===== config.mk =====
export PLATFORM = sky130hd
export DESIGN_NAME = skid_buffer
export DESIGN_NICKNAME = d
export VERILOG_FILES = /design/src/rtl/skid_buffer.sv
export SDC_FILE = /design/constraint.sdc
export NUM_CORES = 1
export LEC_CHECK = 0
export CORE_MARGIN = 8
export CORE_UTILIZATION = 49
export CTS_BUF_LIST = sky130_fd_sc_hd__clkbuf_16
export CTS_CLUSTER_SIZE = 12
export DETAILED_ROUTE_END_ITERATION = 16
export HOLD_SLACK_MARGIN = 0.03
export PLACE_DENSITY = 0.79
export SLEW_MARGIN = 0
export SYNTH_ARGS = -nofsm -noshare
export SYNTH_HDL_FRONTEND = slang
export SYNTH_SLANG_ARGS = --single-unit

===== constraint.sdc =====
create_clock -name clk -period 1.9 [get_ports clk]
set_input_delay 0.57 -clock clk [delete_from_list [all_inputs] [get_ports clk]]
set_output_delay 0.57 -clock clk [all_outputs]
set_load 0.01 [all_outputs]

===== src/rtl/skid_buffer.sv =====
// Registered valid/ready cut point with one output word and one skid word.
// Both in_ready and out_valid come straight from flops, so no combinational ready path crosses the stage.
//   state | meaning
//   EMPTY | nothing held, out_valid=0, in_ready=1
//   BUSY  | main holds one word, out_valid=1, in_ready=1
//   FULL  | main and skid both hold words, in_ready=0
module skid_buffer #(
  parameter int n = 16
) (
  input  logic         clk,
  input  logic         rst_n,
  input  logic         flush,
  input  logic [n-1:0] in_data,
  input  logic         in_valid,
  output logic         in_ready,
  output logic [n-1:0] out_data,
  output logic         out_valid,
  input  logic         out_ready,
  output logic [1:0]   occupancy
);

  typedef enum logic [1:0] {
    EMPTY = 2'd0,
    BUSY  = 2'd1,
    FULL  = 2'd2
  } state_t;

  state_t       state_q, state_d;
  logic [n-1:0] main_q, main_d;
  logic [n-1:0] skid_q, skid_d;
  logic         in_ready_q, in_ready_d;
  logic         out_valid_q, out_valid_d;
  logic         in_fire, out_fire;

  assign in_fire  = in_valid & in_ready_q;
  assign out_fire = out_valid_q & out_ready;

  always_comb begin
    state_d     = state_q;
    main_d      = main_q;
    skid_d      = skid_q;
    in_ready_d  = in_ready_q;
    out_valid_d = out_valid_q;
    if (flush) begin
      state_d     = EMPTY;
      in_ready_d  = 1'b1;
      out_valid_d = 1'b0;
    end else begin
      case (state_q)
        EMPTY: begin
          if (in_fire) begin
            main_d      = in_data;
            state_d     = BUSY;
            out_valid_d = 1'b1;
          end
        end
        BUSY: begin
          if (in_fire && out_fire) begin
            main_d = in_data;
          end else if (in_fire) begin
            skid_d     = in_data;
            state_d    = FULL;
            in_ready_d = 1'b0;
          end else if (out_fire) begin
            state_d     = EMPTY;
            out_valid_d = 1'b0;
          end
        end
        FULL: begin
          // Skid word always follows the main word, preserving FIFO order.
          if (out_fire) begin
            main_d     = skid_q;
            state_d    = BUSY;
            in_ready_d = 1'b1;
          end
        end
        default: begin
          state_d     = EMPTY;
          in_ready_d  = 1'b1;
          out_valid_d = 1'b0;
        end
      endcase
    end
  end

  always_ff @(posedge clk or negedge rst_n) begin
    if (!rst_n) begin
      state_q     <= EMPTY;
      main_q      <= '0;
      skid_q      <= '0;
      in_ready_q  <= 1'b1;
      out_valid_q <= 1'b0;
    end else begin
      state_q     <= state_d;
      main_q      <= main_d;
      skid_q      <= skid_d;
      in_ready_q  <= in_ready_d;
      out_valid_q <= out_valid_d;
    end
  end

  assign in_ready  = in_ready_q;
  assign out_valid = out_valid_q;
  assign out_data  = main_q;
  assign occupancy = state_q;

endmodule


Word level (Yosys, flattened, before mapping) --
Index checks and enable logic that the tools add are counted.
Word-level totals: register bits after elaboration 36, input port bits 21, output and inout port bits 20
Cells by class: eq/ne operators 14, muxes and demuxes 22, bitwise operators 4, reduce and logical (&&, ||, !) cells 8
Operators with widths (count):
- 16-bit 2-to-1 mux | 3
- 16-bit one-hot mux with 3 select lines | 1
- 3-bit inequality test, second input constant | 6
- 2-bit 2-to-1 mux | 6
- 4-bit AND reduction | 3
- 2-bit inequality test, second input constant | 5
- 5-bit AND reduction | 2
- 1-bit 2-to-1 mux | 9
- 1-bit one-hot mux with 3 select lines | 2
- 2-bit one-hot mux with 3 select lines | 1
- 4-bit inequality test, second input constant | 1
- 3-bit nonzero test | 1
- 1-bit AND | 2
- 2-bit by 1-bit == test with 1-bit output, second input constant | 1
- 2-bit == test, second input constant | 1
- 2-bit logical NOT | 1
- 1-bit inverter | 2
- 1-bit logical AND | 1

Logic depth before layout (Yosys ltp) --
Gate-level depths: netlist of the first run.
depth after elaboration 6, depth in mapped cells 6, gate-level depth less buffers 3

Worst setup path before layout of the first run --
No wires, ideal clock.
path kind input to register, start in out_ready, end reg skid_q[10], setup time 125 ps, arrival time 1679 ps, required time 1775 ps, slack 96 ps, stages 5, path buffers 2, cell sequence nand2_1 or3b_1 buf_6 buf_12 mux2_4
On the way: cells in the longest elaborated chain, start to end 4
RTL lines:
- start, declared | line 18 | input logic out_ready,
- 1-bit AND | line 36 | assign out_fire = out_valid_q & out_ready;
- 1-bit logical AND | line 58 | if (in_fire && out_fire) begin
- 1-bit inverter (no line)
- 4-bit AND reduction (no line)
- end signal, assigned | line 96 | skid_q <= skid_d;
- end, declared | line 30 | logic [n-1:0] skid_q, skid_d;
Every way passes these cells. A chain may end at the register's enable or synchronous reset.

Worst setup path in the final report of the first run --
start reg state_q[1] (netlist: occupancy[1]), end out occupancy[1]
RTL lines:
- start, declared | line 28 | state_t state_q, state_d;
- start signal, assigned | line 94 | state_q <= state_d;
- end, declared | line 19 | output logic [1:0] occupancy
No word-level cell between the ends.

==> run_results.csv, run 1 <==
group,metric,value,unit
logic_synthesis,synth_simple_gate_area_share,4.67,%
cts,cts.sinks,36,
power,finalPower,3.19,mW
worst_setup_path,path_class,"flop to output pin",
detailed_routing,num_vias,1095,
global_routing,grt_max_degree,20,
sta,fin_setup_tns,0,ps
die,rows,21,
die,die_y,75.2,um
logic_synthesis,synth.distinct_cells,23,
cells_and_area,register_area,905,sq um
detailed_routing,ant_nets,0,
power,peakVddDrop,0.887,mV
global_routing,grt_pass1_vias,1267,
die,core,0.00336,sq mm
detailed_routing,finalWirelength,3.61,mm
die,start_util,51.0,%
worst_setup_path,r2r-end,"out_data[2]",
die,pin_count,41,
worst_setup_path,max_stage_delay,560,ps
worst_setup_path,slowest_stage,"clkdlybuf4s50_1",
logic_synthesis,ys_ff_latch,36,
logic_synthesis,synth_compound_area_share,4.89,%
sta,fin_worst_skew,3.95,ps
global_routing,antenna_found_initial,0,
sta,fmax,546,MHz
sta,fin_ws,67.9,ps
worst_setup_path,worstPathMaxFanout,10,
detailed_routing,dr.pass1.iters,4,
sta,finalHoldViolations,0,
logic_synthesis,syn-instance-count,113,
detailed_routing,wire_per_inst,17.1,um
global_routing,grt_first_pass_wirelength,6.18,mm
logic_synthesis,synth_fa_ha_area_share,0,%
worst_setup_path,cp_cell_sequence,"clkdlybuf4s50_1",
cells_and_area,multi_input_area,747,sq um
sta,setup_viol,0,
cells_and_area,n_fill_cell,266,
cts,clkTransAtPathRegs,50,ps
worst_setup_path,critical_path_arrival,1260,ps
cells_and_area,utilization,69.7,%
global_routing,grt_overflow,0,
sta,relSlewSlack,73.1,%
logic_synthesis,syn_area,0.00172,sq mm
cells_and_area,antenna_cells,0,
status,status,"finished clean",
detailed_routing,viasPerCell,5.19,
cts,cts_buffer_depth,2,
logic_synthesis,synth_top_family_by_area,"multiplexers",
logic_synthesis,yosysSeqAreaShare,52.6,%
logic_synthesis,synthMuxAreaShare,33.7,%
hold_path,hold_path.class,"input pin to async pin",
cts,ctsHoldBuffers,0,
logic_synthesis,synthXorXnorAreaFrac,0,%
worst_setup_path,end_kind,"output pin",
worst_setup_path,cp_num_cells,1,
detailed_routing,drtIter0Drc,100,
job,drv_cap,0,
cts,htreeDepth,2,
worst_setup_path,ff2ff_setup_slack,110,ps
sta,whs,221,ps
cells_and_area,drive_above_1_share,44.2,%
cells_and_area,final_cell_mix,"38 x mux2_2, 35 x clkdlybuf4s50_1, 33 x dfrtp_1",
logic_synthesis,synth_warnings,0,
sta,period_minus_slack,1830,ps
logic_synthesis,synth_top_cells_by_area,"dfrtp_1 51%, mux2_2 25%, mux2_4 8.8%",
die,die_x,75.2,um
die,die_area,0.00565,sq mm
detailed_routing,drc,0,
cells_and_area,final_common_cell,"mux2_2",
worst_setup_path,startpoint,"occupancy[1]",
worst_setup_path,cp.buffers_inverters,1,
worst_setup_path,crit_family,"buffers and inverters",
worst_setup_path,worstSetupStartpointType,"flop",
sta,worst_pin_slew,403,ps
place,globalplace.congestion,0.768,
worst_setup_path,worstRegToRegCells,5,
place,place_ws,-431,ps
cts,cts_made_buffers,5,
global_routing,grt_util_all_layers,14.5,%
cts,root_buffer,"clkbuf_16",
cts,clock_latency,270,ps
sta,drv_slew,0,
logic_synthesis,yosys.area.top_type,"dfrtp_1",
worst_setup_path,endpoint,"occupancy[1]",
power,p_per_area,1360,mW/mm^2
place,hpwl,2.56,mm
cells_and_area,area_growth,36.6,%
cts,cts_tree,"done",
sta,post-route-period-util,96.4,%
sta,rsz0062_at_grt,"no",
power,p_leak,1.01,nW
logic_synthesis,syn-num-nets,134,
cells_and_area,nNetsFinal,186,
logic_synthesis,synth_top_area_share,51.1,%
worst_setup_path,timing.rr.start,"occupancy[0]",
logic_synthesis,avgSynthCellArea,15.2,sq um
worst_setup_path,crit_required,1330,ps
place,io_buffers,40,
[state kept, by name (all words and copies together) (netlist names)]
register	flops
out_valid	1
occupancy	2
in_ready	1
skid_q	16
out_data	16
[synth_stat cells, drive strengths merged]
cell type and count:
nand4 1, dfstp 1, nand3b 1, buf 6, o21ai 1, dfrtp 35
nor4bb 1, nand4b 3, mux2 48, inv 2, nand2 2, nor2b 1
a211oi 1, nor2 2, a221oi 3, o21ba 1, a21oi 2, a21o 1
or3b 1
[logic make-up after synthesis]
family          after synthesis
mux                          48
simple gates                 12
buf+inv                       8
flops                        36
compound gates                9
[how the worst min path moves through the flow]
stage                     from            to  slack (ps)  depth (start not counted)
floorplan                rst_n  occupancy[0]         270                          0
global placement    skid_q[13]    skid_q[13]         480                          1
detailed placement  skid_q[11]    skid_q[11]         490                          1
CTS                      rst_n  out_data[11]         230                          1
global route             rst_n  out_data[11]         250                          1
finish                   rst_n  out_data[11]         220                          1
[per-stage QoR]
step           std cells  cell area (sq um)
3_5_place_dp         200               2170
3_3_place_gp         200               2170
6_report             211               2340
2_1_floorplan        113               1720
4_1_cts              211               2340
5_1_grt              211               2340
[per-layer routing]
metal / track usage [%] / vias up / routed length (um)
li1: - / 510 / -
met1: 15.4 / 554 / 1370
met2: 25.4 / 24 / 1950
met3: 5.06 / 7 / 221
met4: 6.18 / 0 / 64
met5: 0 / - / 0
[power breakdown]
| part | switching [mW] | internal (mW) | leakage (nW) |
|---|---|---|---|
| Sequential | 0.197 | 1.12 | 0.428 |
| Clock | 0.275 | 0.470 | 0.0709 |
| Combinational | 0.373 | 0.752 | 0.515 |
[area by class of cell]
class / count / share of cell area [%]
Tap cell: 46 / 2.46
Timing Repair Buffer: 51 / 21.0
Clock buffer: 5 / 5.34
Sequential cell: 36 / 38.6
Multi-Input combinational cell: 69 / 31.9
Clock inverter: 2 / 0.374
Inverter: 2 / 0.320
[what timing repair did]
item,CTS,global route
gates cloned,1,0
pin swaps,1,1
resized for setup,9,1
endpoints found under the setup margin,35,1
setup buffers,3,0
No activity file was read; power rests on OpenSTA's default activity.
==> run 2, diff against run 1 <==
--- a/config.mk
+++ b/config.mk
@@ -12,6 +12,8 @@
 export DETAILED_ROUTE_END_ITERATION = 16
 export HOLD_SLACK_MARGIN = 0.03
 export PLACE_DENSITY = 0.79
+export RECOVER_POWER = 50
+export SKIP_CTS_REPAIR_TIMING = 1
 export SLEW_MARGIN = 0
 export SYNTH_ARGS = -nofsm -noshare
 export SYNTH_HDL_FRONTEND = slang
==> run_results.csv, run 2 (synthesized netlist as in run 1, its figures left out) <==
group,metric,value,unit
cells_and_area,final_common_cell,"mux2_2",
power,p_per_area,1350,mW/mm^2
power,peakVddDrop,0.890,mV
cts,cts_made_buffers,5,
worst_setup_path,startpoint,"occupancy[1]",
global_routing,antenna_found_initial,0,
power,swShare,26.7,%
worst_setup_path,endpoint,"occupancy[1]",
place,numPlacedInstances,200,
power,p_int,2.34,mW
detailed_routing,wire_per_inst,17.2,um
cts,cts_buffer_depth,2,
status,status,"finished clean",
sta,setup_viol,0,
worst_setup_path,worstSetupStartpointType,"flop",
cells_and_area,nNetsFinal,188,
detailed_routing,drc,0,
detailed_routing,num_vias,1115,
sta,finalHoldViolations,0,
die,start_util,51.0,%
sta,fin_setup_tns,0,ps
worst_setup_path,cp.buffers_inverters,1,
die,rows,21,
power,net-switching-power,0.850,mW
cts,clock_latency,270,ps
detailed_routing,drtIter0Drc,109,
cells_and_area,final_cells,213,
die,pin_count,41,
sta,relSlewSlack,36.6,%
worst_setup_path,worstPathMaxFanout,10,
job,drv_cap,0,
power,p_leak,1.03,nW
power,comb_power_share,35.0,%
global_routing,grt_pass1_vias,1225,
cts,cts.sinks,36,
hold_path,hold_path.class,"input pin to async pin",
worst_setup_path,timing.rr.start,"in_ready",
die,die_area,0.00565,sq mm
sta,fmax,540,MHz
cts,cts_tree,"done",
cells_and_area,area_growth,37.5,%
sta,period_minus_slack,1850,ps
worst_setup_path,ff2ff_setup_slack,130,ps
cells_and_area,drive_above_1_share,43.1,%
cts,clkTransAtPathRegs,50,ps
sta,whs,423,ps
global_routing,grt_first_pass_wirelength,6.05,mm
sta,fin_worst_skew,2.20,ps
worst_setup_path,max_stage_delay,560,ps
sta,worst_pin_slew,951,ps
detailed_routing,ant_nets,0,
worst_setup_path,r2r-end,"out_data[12]",
sta,post-route-period-util,97.4,%
cts,htreeDepth,2,
global_routing,grt_util_all_layers,14.2,%
worst_setup_path,crit_family,"buffers and inverters",
global_routing,grt_overflow,0,
worst_setup_path,critical_path_arrival,1280,ps
die,core,0.00336,sq mm
detailed_routing,dr.pass1.iters,4,
detailed_routing,viasPerCell,5.23,
die,die_y,75.2,um
place,io_buffers,40,
worst_setup_path,worstRegToRegCells,4,
place,hpwl,2.56,mm
power,p_seq_share,41.5,%
sta,drv_slew,0,
cells_and_area,utilization,70.1,%
place,globalplace.congestion,0.768,
worst_setup_path,end_kind,"output pin",
power,power_frac_clock,23.5,%
worst_setup_path,slowest_stage,"clkdlybuf4s50_1",
cells_and_area,final_cell_mix,"38 x mux2_2, 33 x dfrtp_1, 31 x clkdlybuf4s50_1",
worst_setup_path,cp_num_cells,1,
cells_and_area,antenna_cells,0,
cts,root_buffer,"clkbuf_16",
sta,rsz0062_at_grt,"no",
worst_setup_path,crit_required,1330,ps
worst_setup_path,path_class,"flop to output pin",
die,die_x,75.2,um
detailed_routing,finalWirelength,3.67,mm
global_routing,grt_max_degree,20,
worst_setup_path,cp_cell_sequence,"clkdlybuf4s50_1",
-- run 2: power groups by stage --
stage	Combinational (mW)	Clock (mW)	Sequential, mW
after global placement	1.07	0	1.31
final	1.11	0.749	1.32
after floorplan	0.527	0	1.36
after global routing	1.20	0.800	1.38
after CTS	1.11	0.756	1.33
after detailed placement	1.11	0	1.33
-- run 2: layer usage --
layer  global-route usage [%]  up-vias  wire (um)
met5                        0        -          0
met4                     5.12        0         46
met3                     4.93        6        216
met2                     25.0       22       2020
met1                     15.5      571       1390
li1                         -      516          -
-- run 2: worst min path at each step --
stage | slack (ps) | endpoint | cells past startpoint | start
CTS | 230 | out_data[11] | 1 | rst_n
global placement | 480 | skid_q[13] | 1 | skid_q[13]
floorplan | 270 | occupancy[0] | 0 | rst_n
finish | 420 | out_data[11] | 1 | rst_n
detailed placement | 490 | skid_q[11] | 1 | skid_q[11]
global route | 520 | out_data[4] | 1 | out_data[4]
-- run 2: final cells by class --
class	instances	area (sq um)
Fill cell	261	1000
Sequential cell	36	905
Multi-Input combinational cell	69	744
Timing Repair Buffer	53	510
Clock buffer	5	125
Tap cell	46	57.6
Clock inverter	2	8.76
Inverter	2	7.51
-- run 2: through the flow --
stage	setup WS, ps	cell area (sq um)	power, mW
floorplan	95.6	1720	1.89
global placement	-400	2170	2.39
detailed placement	-431	2170	2.44
CTS	-155	2310	3.20
global route	4.99	2360	3.38
finish	49.4	2360	3.19
